### src/rtl/uart_tx_pkg.sv
// Shared definitions for the UART transmitter: FSM states and frame geometry.
// Latency: n/a (types and constants only).
// Backpressure: n/a.
package uart_tx_pkg;

    typedef enum logic [1:0] {
        ST_IDLE  = 2'd0,
        ST_START = 2'd1,
        ST_DATA  = 2'd2,
        ST_STOP  = 2'd3
    } tx_state_t;

    // BAUDTICK pulses per bit period unless overridden at instantiation.
    localparam int OVERSAMPLE_DFLT = 16;

    // One start bit, eight data bits, one stop bit.
    localparam int FRAME_BITS = 10;
    localparam int DATA_BITS  = FRAME_BITS - 2;

endpackage

### src/rtl/uart_tx_fifo.sv
// Synchronous transmit FIFO with registered full/empty and first-word-fall-through read.
// Latency: a write is visible on rd_dat the cycle after it is accepted.
// Backpressure: wr_rdy = !full (registered); writes while full are dropped, never overwrite.
//
// Ports: core_clk/arst (async active-high), wr_dat/wr_vld/wr_rdy (push side),
//        rd_en (pop, ignored when empty), rd_dat (head entry), empty.
module uart_tx_fifo #(
    parameter int DEPTH = 4,
    parameter int WIDTH = 8
) (
    input  logic             core_clk,
    input  logic             arst,
    input  logic [WIDTH-1:0] wr_dat,
    input  logic             wr_vld,
    output logic             wr_rdy,
    input  logic             rd_en,
    output logic [WIDTH-1:0] rd_dat,
    output logic             empty
);
    localparam int AW = $clog2(DEPTH);

    logic [WIDTH-1:0] mem [DEPTH];
    // Extra MSB on each pointer separates full (MSBs differ) from empty (equal).
    logic [AW:0]      wptr, rptr, wptr_nxt, rptr_nxt;
    logic             full;
    logic             wr_en, rd_go;

    // Full status comes only from the register, so a same-cycle pop never
    // opens room for a write that arrives while full.
    assign wr_rdy   = !full;
    assign wr_en    = wr_vld && !full;
    assign rd_go    = rd_en && !empty;
    assign wptr_nxt = wr_en ? wptr + 1'b1 : wptr;
    assign rptr_nxt = rd_go ? rptr + 1'b1 : rptr;
    assign rd_dat   = mem[rptr[AW-1:0]];

    always_ff @(posedge core_clk or posedge arst) begin
        if (arst) begin
            wptr  <= '0;
            rptr  <= '0;
            full  <= 1'b0;
            empty <= 1'b1;
        end else begin
            wptr  <= wptr_nxt;
            rptr  <= rptr_nxt;
            empty <= (wptr_nxt == rptr_nxt);
            full  <= (wptr_nxt[AW] != rptr_nxt[AW]) &&
                     (wptr_nxt[AW-1:0] == rptr_nxt[AW-1:0]);
        end
    end

    always_ff @(posedge core_clk) begin
        if (wr_en) begin
            mem[wptr[AW-1:0]] <= wr_dat;
        end
    end

endmodule

### src/rtl/uart_tx_baud.sv
// UART transmitter with programmable baud tick generator, 8N1 framing and a transmit FIFO.
// Latency: frame starts on the first BAUDTICK after a byte is queued; a frame is 10*OVERSAMPLE*BAUDDIV CLKs.
// Backpressure: WR_READY low while the FIFO is full; writes while full are dropped.
//
// Ports: CLK, RESET (async active-high), ENABLE (permit new frames), BAUDDIV (CLKs per tick),
//        WR_DATA/WR_VALID/WR_READY (byte push), TXD (serial out, idle high),
//        BAUDTICK (one-CLK pulse at OVERSAMPLE x baud), BUSY (frame in flight or bytes queued).
module uart_tx_baud
    import uart_tx_pkg::*;
#(
    parameter int FIFO_DEPTH = 4,
    parameter int OVERSAMPLE = OVERSAMPLE_DFLT
) (
    input  logic        CLK,
    input  logic        RESET,
    input  logic        ENABLE,
    input  logic [15:0] BAUDDIV,
    input  logic [7:0]  WR_DATA,
    input  logic        WR_VALID,
    output logic        WR_READY,
    output logic        TXD,
    output logic        BAUDTICK,
    output logic        BUSY
);
    localparam logic [3:0] TICK_LAST = 4'(OVERSAMPLE - 1);
    localparam logic [2:0] BIT_LAST  = 3'(DATA_BITS - 1);

    logic [15:0] baud_cnt;
    logic        div_ok;
    tx_state_t   state;
    logic [3:0]  tick_cnt;
    logic [2:0]  bit_cnt;
    logic [7:0]  shift_dat;
    logic [7:0]  fifo_dat;
    logic        fifo_empty;
    logic        pop;
    logic        bit_end;

    uart_tx_fifo #(
        .DEPTH (FIFO_DEPTH),
        .WIDTH (8)
    ) u_fifo (
        .core_clk (CLK),
        .arst     (RESET),
        .wr_dat   (WR_DATA),
        .wr_vld   (WR_VALID),
        .wr_rdy   (WR_READY),
        .rd_en    (pop),
        .rd_dat   (fifo_dat),
        .empty    (fifo_empty)
    );

    // Divisors below 2 stall the generator entirely, which also freezes any frame.
    assign div_ok  = (BAUDDIV >= 16'd2);
    assign pop     = BAUDTICK && (state == ST_IDLE) && ENABLE && !fifo_empty;
    assign bit_end = (tick_cnt == TICK_LAST);
    assign BUSY    = (state != ST_IDLE) || !fifo_empty;

    // BAUDDIV is sampled only at reload, so a change never stretches the current period.
    // After reset the counter sits at 0, so the first edge is a plain reload.
    always_ff @(posedge CLK or posedge RESET) begin
        if (RESET) begin
            baud_cnt <= '0;
            BAUDTICK <= 1'b0;
        end else if (!div_ok) begin
            baud_cnt <= '0;
            BAUDTICK <= 1'b0;
        end else if (baud_cnt == 16'd0) begin
            baud_cnt <= BAUDDIV - 16'd1;
            BAUDTICK <= 1'b0;
        end else begin
            baud_cnt <= baud_cnt - 16'd1;
            BAUDTICK <= (baud_cnt == 16'd1);
        end
    end

    // Framing FSM, advanced only on BAUDTICK; TXD is registered and always
    // shows the level of the bit currently being timed.
    always_ff @(posedge CLK or posedge RESET) begin
        if (RESET) begin
            state     <= ST_IDLE;
            tick_cnt  <= '0;
            bit_cnt   <= '0;
            shift_dat <= '0;
            TXD       <= 1'b1;
        end else if (BAUDTICK) begin
            case (state)
                ST_IDLE: begin
                    TXD <= 1'b1;
                    if (pop) begin
                        shift_dat <= fifo_dat;
                        tick_cnt  <= '0;
                        bit_cnt   <= '0;
                        TXD       <= 1'b0;
                        state     <= ST_START;
                    end
                end
                ST_START: begin
                    if (bit_end) begin
                        tick_cnt <= '0;
                        TXD      <= shift_dat[0];
                        state    <= ST_DATA;
                    end else begin
                        tick_cnt <= tick_cnt + 4'd1;
                    end
                end
                ST_DATA: begin
                    if (bit_end) begin
                        tick_cnt <= '0;
                        if (bit_cnt == BIT_LAST) begin
                            TXD   <= 1'b1;
                            state <= ST_STOP;
                        end else begin
                            // Next bit is shift_dat[1] because the shift lands on this same edge.
                            shift_dat <= {1'b0, shift_dat[7:1]};
                            bit_cnt   <= bit_cnt + 3'd1;
                            TXD       <= shift_dat[1];
                        end
                    end else begin
                        tick_cnt <= tick_cnt + 4'd1;
                    end
                end
                ST_STOP: begin
                    if (bit_end) begin
                        tick_cnt <= '0;
                        TXD      <= 1'b1;
                        state    <= ST_IDLE;
                    end else begin
                        tick_cnt <= tick_cnt + 4'd1;
                    end
                end
                default: begin
                    TXD   <= 1'b1;
                    state <= ST_IDLE;
                end
            endcase
        end
    end

endmodule

### config.mk
export PLATFORM = sky130hd
export DESIGN_NAME = uart_tx_baud
export DESIGN_NICKNAME = d
export VERILOG_FILES = /design/src/rtl/uart_tx_pkg.sv /design/src/rtl/uart_tx_fifo.sv /design/src/rtl/uart_tx_baud.sv
export SDC_FILE = /design/constraint.sdc
export NUM_CORES = 1
export LEC_CHECK = 0
export BUFFER_PORTS_ARGS = -buffer_cell sky130_fd_sc_hd__buf_2
export CAP_MARGIN = 30
export CORE_MARGIN = 2
export CORE_UTILIZATION = 54
export DETAILED_ROUTE_END_ITERATION = 10
export GPL_TIMING_DRIVEN = 0
export MAX_ROUTING_LAYER = met4
export PLACE_DENSITY = 0.76
export SKIP_LAST_GASP = 1
export SYNTH_ARGS = -nofsm -noshare
export SYNTH_HDL_FRONTEND = slang
export SYNTH_SLANG_ARGS = --single-unit
### constraint.sdc
create_clock -name CLK -period 2.2 [get_ports CLK]
set_clock_uncertainty 0.1 [all_clocks]
set_input_delay 0.66 -clock CLK [delete_from_list [all_inputs] [get_ports CLK]]
set_output_delay 0.66 -clock CLK [all_outputs]
set_load 0.05 [all_outputs]
; Yosys cells after proc, flatten, opt, wreduce, memory -nomap -nowiden
; Memories as Yosys holds them, arrays and structs flattened.
; Index checks and enable logic that the tools add are counted.
[classes]
addsub = 6
multipliers = 0
n_div = 0
order_cmp = 1
n_eq_ne = 15
n_shift = 0
n_mux = 31
bitwise = 0
reduce_logical = 18
[ops]
columns = op, count
row1 = 16-bit two-way mux, 2
row2 = "16-bit by 1-bit subtractor with 16-bit output, second input constant", 2
row3 = 8-bit two-way mux, 3
row4 = "16-bit by 1-bit equality test with 1-bit output, second input constant", 1
row5 = "16-bit by 2-bit >= comparator with 1-bit output, second input constant", 1
row6 = 16-bit zero test, 1
row7 = 8-bit one-hot mux with 2 select lines, 1
row8 = 3-bit two-way mux, 5
row9 = 2-bit two-way mux, 5
row10 = "2-bit != test, second input constant", 5
row11 = "3-bit by 1-bit adder with 3-bit output, second input constant", 3
row12 = 1-bit two-way mux, 9
row13 = 4-bit two-way mux, 2
row14 = 2-bit one-hot mux with 4 select lines, 1
row15 = 4-bit one-hot mux with 2 select lines, 1
row16 = 1-bit logical AND, 6
row17 = 3-bit one-hot mux with 2 select lines, 1
row18 = 6-bit AND reduction, 1
row19 = 5-bit AND reduction, 1
row20 = "4-bit by 1-bit adder with 4-bit output, second input constant", 1
row21 = "2-bit equality test, second input constant", 2
row22 = "4-bit equality test, second input constant", 1
row23 = 1-bit one-hot mux with 4 select lines, 1
row24 = 4-bit AND reduction, 1
row25 = other kinds (12), 14
[word_totals]
regBits = 43
latchBits = 0
ram_bits = 32
rom_bits = 0
in_bits = 28
output_inout_bits = 4
wordCells = 83
mem_count = 1
[memory_table]
columns = memory, words, width, read_ports, rd_ports_with_merged_regs, wr, line
row1 = u_fifo.mem, 4, 8, 1, 0, 1, uart_tx_fifo.sv:22  ; logic [WIDTH-1:0] mem [DEPTH];

; Depth between registers and ports, before layout
[logic_depth]
depth_word = 8
depth_mapped = 8
ltp_nobuf = 7

; Hierarchy
; A second synthesis with hierarchy kept.
[unflattened]
cells_unflattened = 320
hier_area_um2 = 3881.2
[modules_own_cells]
columns = mod, instances, cells_each, area_each_um2, seq_area_each_um2
row1 = uart_tx_baud, 1, 240, 2250.9, 877.1
row2 = uart_tx_fifo, 1, 80, 1630.3, 1162.4

; Worst setup path before layout
; Ideal clock, no wire load.
[synth_path]
path_kind = input -> register
startpoint = input port BAUDDIV[10]
endpoint = register baud_cnt[10]
setup_time_ns = 0.133
arrival_ns = 2.010
required_time_ns = 1.967
slack_ns = -0.042
cell_stages = 5
path_buffers = 0
cell_sequence = or4_1 -> nor3_1 -> and4b_1 -> nand2b_1 -> o22ai_1
[synth_via]
elab_chain_cells = 3
word_cells_on_any_way = 4
cone_classes = add/sub (1) / order compare (1) / mux (2)
[synth_rtl]
columns = item, line
row1 = from (decl), uart_tx_baud.sv:17  ; input logic [15:0] BAUDDIV,
row2 = 16-bit by 1-bit subtractor with 16-bit output, uart_tx_baud.sv:69  ; baud_cnt <= BAUDDIV - 16'd1;
row3 = 16-bit two-way mux, uart_tx_baud.sv:68  ; end else if (baud_cnt == 16'd0) begin
row4 = 16-bit two-way mux (*), uart_tx_baud.sv:65  ; end else if (!div_ok) begin
row5 = to (signal assigned), uart_tx_baud.sv:69
row6 = to (signal assigned), uart_tx_baud.sv:72  ; baud_cnt <= baud_cnt - 16'd1;
row7 = to (decl), uart_tx_baud.sv:28  ; logic [15:0] baud_cnt;
; Every way passes the cells marked *; elsewhere a longest branch is shown, timed or not.
; A chain may end at the register's enable or synchronous reset.

; Final worst setup path
[layout_path]
startpoint = register state[1]
endpoint = output port BUSY
[layout_via]
elab_chain_cells = 2
[layout_rtl]
columns = item, line
row1 = from (decl), uart_tx_baud.sv:30  ; tx_state_t state;
row2 = from (signal assigned), uart_tx_baud.sv:81  ; state <= ST_IDLE;
row3 = from (signal assigned), uart_tx_baud.sv:95  ; state <= ST_START;
row4 = from (signal assigned), uart_tx_baud.sv:102  ; state <= ST_DATA;
row5 = 2-bit nonzero test, uart_tx_baud.sv:57  ; assign BUSY = (state != ST_IDLE) || !fifo_empty;
row6 = 1-bit logical OR, uart_tx_baud.sv:57
row7 = to (decl), uart_tx_baud.sv:23  ; output logic BUSY
; No other way between the ends.

==> key figures <==
Placement
  • # port buffers: 31
  • RD Place Congestion: 0.831
  • DP Worst Slack: -0.349 ns
  • Dpl cell area: 4140 um^2
  • DPL Wire Length: 4780 um

STA
  • Final min period: 2.14 ns
  • Slew Viols, Final: 0
  • Tightest Pin Transition: 0.615 ns
  • Fin. Hold Viols: 0
  • Setup ws final: 0.0617 ns
  • Slew HR: 59.0%
  • Max Fclk: 0.468 GHz
  • Worst hold slack: 0.250 ns
  • Final setup fails: 0
  • Fin crit share: 97.2%
  • Setup tns final: 0 ns

Layout
  • Area grow syn2layout: 14.6%
  • Commonest non-fill, non-tap cell in the layout: dfrtp_1
  • Most frequent cells in the layout: dfrtp_1, buf_2, edfxtp_1
  • Fin area: 4400 um^2
  • Antenna diode count: 0
  • FILL cells: 545
  • Nets: 411
  • Layout cell share with drive strength beyond 1: 23.5%

Global route
  • Remaining global-route overflow: 0
  • First-pass GRT wire length: 11,600 um
  • Vias in the first global route: 2,423
  • Pin count of the biggest net entering global routing: 44
  • Initial antenna violation count: 0
  • GRT Total Usage: 20.6%

Status
  • Status: complete, no violations

Synth
  • Synth area leaders: dfrtp_1, edfxtp_1, ha_1
  • Distinct cells, synth: 48
  • Main combinational cell family by area after synthesis: simple AND/OR/NAND/NOR gates
  • Flops & latches, synth: 75
  • Top cell type by total area after synthesis: dfrtp_1
  • Mapped Cells: 315
  • Synth Area in Compound Gates: 8.28%
  • Multiplexer area fraction after synthesis: 7.93%
  • Post-synthesis simple-gate area fraction: 14.2%
  • Post-synthesis xor/xnor area fraction: 7.66%
  • Ys async rst share: 57.3%
  • Ys flop type: dfrtp_1
  • Syn_nets: 361
  • Synth top area share: 26.7%
  • Number of synthesized flops with an enable pin: 32
  • Post-synthesis sequential area ratio: 53.2%
  • Synthesized area: 3840 um^2
  • Synth Area in Adders: 5.87%
  • Yosys Warn Count: 0
  • Syn_area_per_cell: 12.2 um^2

Floorplanning
  • Initial Utilization: 56.2%
  • Row count: 30
  • Core area: 6830 um^2
  • Die X-Extent: 88.3 um
  • Chip height: 88.3 um
  • Io pins: 32
  • Die area: 7790 um^2

Routing
  • Routed len/inst: 15.0 um
  • 1st-iter DRT viols: 145
  • Vias post-DR: 2,540
  • ANT nets after route: 0
  • Post-DR vias/cell: 5.45
  • TritonRoute pass-1 iters: 4
  • Final wirelength: 6980 um
  • Residual DRC count: 0

Worst setup path
  • Critical Path Start Type: flip-flop
  • Worst Reg-to-Reg Cells: 5
  • Worst Setup End Kind: primary output
  • Reg2reg start: baud_cnt[4]
  • Critical path data arrival time: 1.38 ns
  • WP data required: 1.44 ns
  • Critical path class: reg2out
  • Crit path from: state[1]
  • Crit-path max FO: 4
  • R2R Setup Slk: 0.13 ns
  • Reg2reg end: baud_cnt[7]

Clock tree
  • H-tree lvl count: 3
  • CTS tree: done
  • CTS Sinks: 75
  • CTS Buf Count: 9
  • Reg clk slew, reported paths: 0.07 ns
  • Clk buf depth: 2
  • Clk_lat worst skew: 0.34 ns
  • Hold Buf Count CTS: 0
  • Clk root buf: clkbuf_8

Job
  • Maxcap violations: 0

Min path
  • Hold Crit Class: in2async

Power and ir drop
  • PwrDens: 824 nW/um^2
  • Tot Pwr: 3620 uW
  • Peak supply drop: 0.513 mV
  • Leak: 0.00180 uW
-- cells in the mapped netlist, types with 2 or more instances --
library cell,instances
o22ai_1,5
inv_1,18
nor3b_1,4
buf_2,2
nor3_1,7
nand2_1,11
dfrtp_1,41
xor2_1,14
a21oi_1,12
o22ai_2,3
dfstp_2,2
nand3_1,10
clkbuf_1,6
ha_1,18
nand2b_1,6
o21ai_0,10
mux4_2,8
nor2_1,24
and2_1,6
nor4_1,7
nand4b_1,2
edfxtp_1,32
nor2b_1,7
xnor2_1,17
a211oi_1,8
mux2_2,3
mux2i_1,9
o31ai_1,3
-- kinds of logic after synthesis --
group | count (synthesis)
AOI/OAI and AO/OA | 48
xor gates and xnor gates | 32
adders and majority gates | 18
buffers and inverters | 27
DFF | 75
muxes | 20
and+or+nand+nor | 95
-- state kept, by name, indices dropped and copies added (netlist names), 2 cells and up --
signal and cells:
bit_cnt 3, shift_dat 8, u_fifo.wptr 3, u_fifo.rptr 3
tick_cnt 4, state 2, u_fifo.mem 32, baud_cnt 16
-- critical path: stages (launching register included) --
cell	delay (ns)
dfrtp_1	0.41
inv_1	0.13
ha_2	0.23
nand2_1	0.06
clkbuf_4	0.21
-- cell type report --
| class | instances | area, um^2 | area share, % |
|---|---|---|---|
| Sequential cell | 75 | 2040 | 46.4 |
| Inverter | 18 | 67.6 | 1.54 |
| Clock buffer | 12 | 135 | 3.07 |
| Buffer | 9 | 47.5 | 1.08 |
| Timing Repair Buffer | 39 | 238 | 5.41 |
| Clock inverter | 4 | 28.8 | 0.654 |
| Multi-Input combinational cell | 213 | 1720 | 39.1 |
| Tap cell | 96 | 120 | 2.73 |
-- how the worst max path moves through the flow --
stage	slack [ns]	to	cells after the start
2_1_floorplan	0.03	baud_cnt[11]	6
3_3_place_gp	-0.32	baud_cnt[9]	6
3_5_place_dp	-0.35	baud_cnt[12]	6
4_1_cts	0.02	BUSY	4
5_1_grt	-0.01	BUSY	4
6_report	0.06	BUSY	4
-- where the power goes --
| group | internal (uW) | switching [uW] | total (uW) |
|---|---|---|---|
| sequential | 1730 | 193 | 1930 |
| combinational | 371 | 421 | 792 |
| clock | 411 | 493 | 903 |
| total | 2520 | 1110 | 3620 |
-- what timing repair did --
| action | 4_1_cts | 5_1_grt |
|---|---|---|
| cloned | 0 | 0 |
| endpoints found under the setup margin | 15 | 27 |
| setup buffers | 1 | 6 |
| pin swaps | 0 | 3 |
| gates resized for setup | 1 | 12 |
-- per-stage QoR --
step | cells | utilization, %
final | 466 | 64.4
after global routing | 466 | 64.4
after CTS | 460 | 63.3
after detailed placement | 443 | 60.6
after global placement | 442 | 60.2
after floorplan | 315 | -
-- layer usage --
metal | part of all wire, % | vias to the layer above | track usage (%)
li1 | - | 1235 | -
met1 | 49 | 1246 | 28.5
met2 | 47 | 52 | 29.8
met3 | 3.2 | 7 | 4.20
met4 | 1.0 | 0 | 9.09
met5 | 0 | - | -
(Power assumes the default switching activity.)
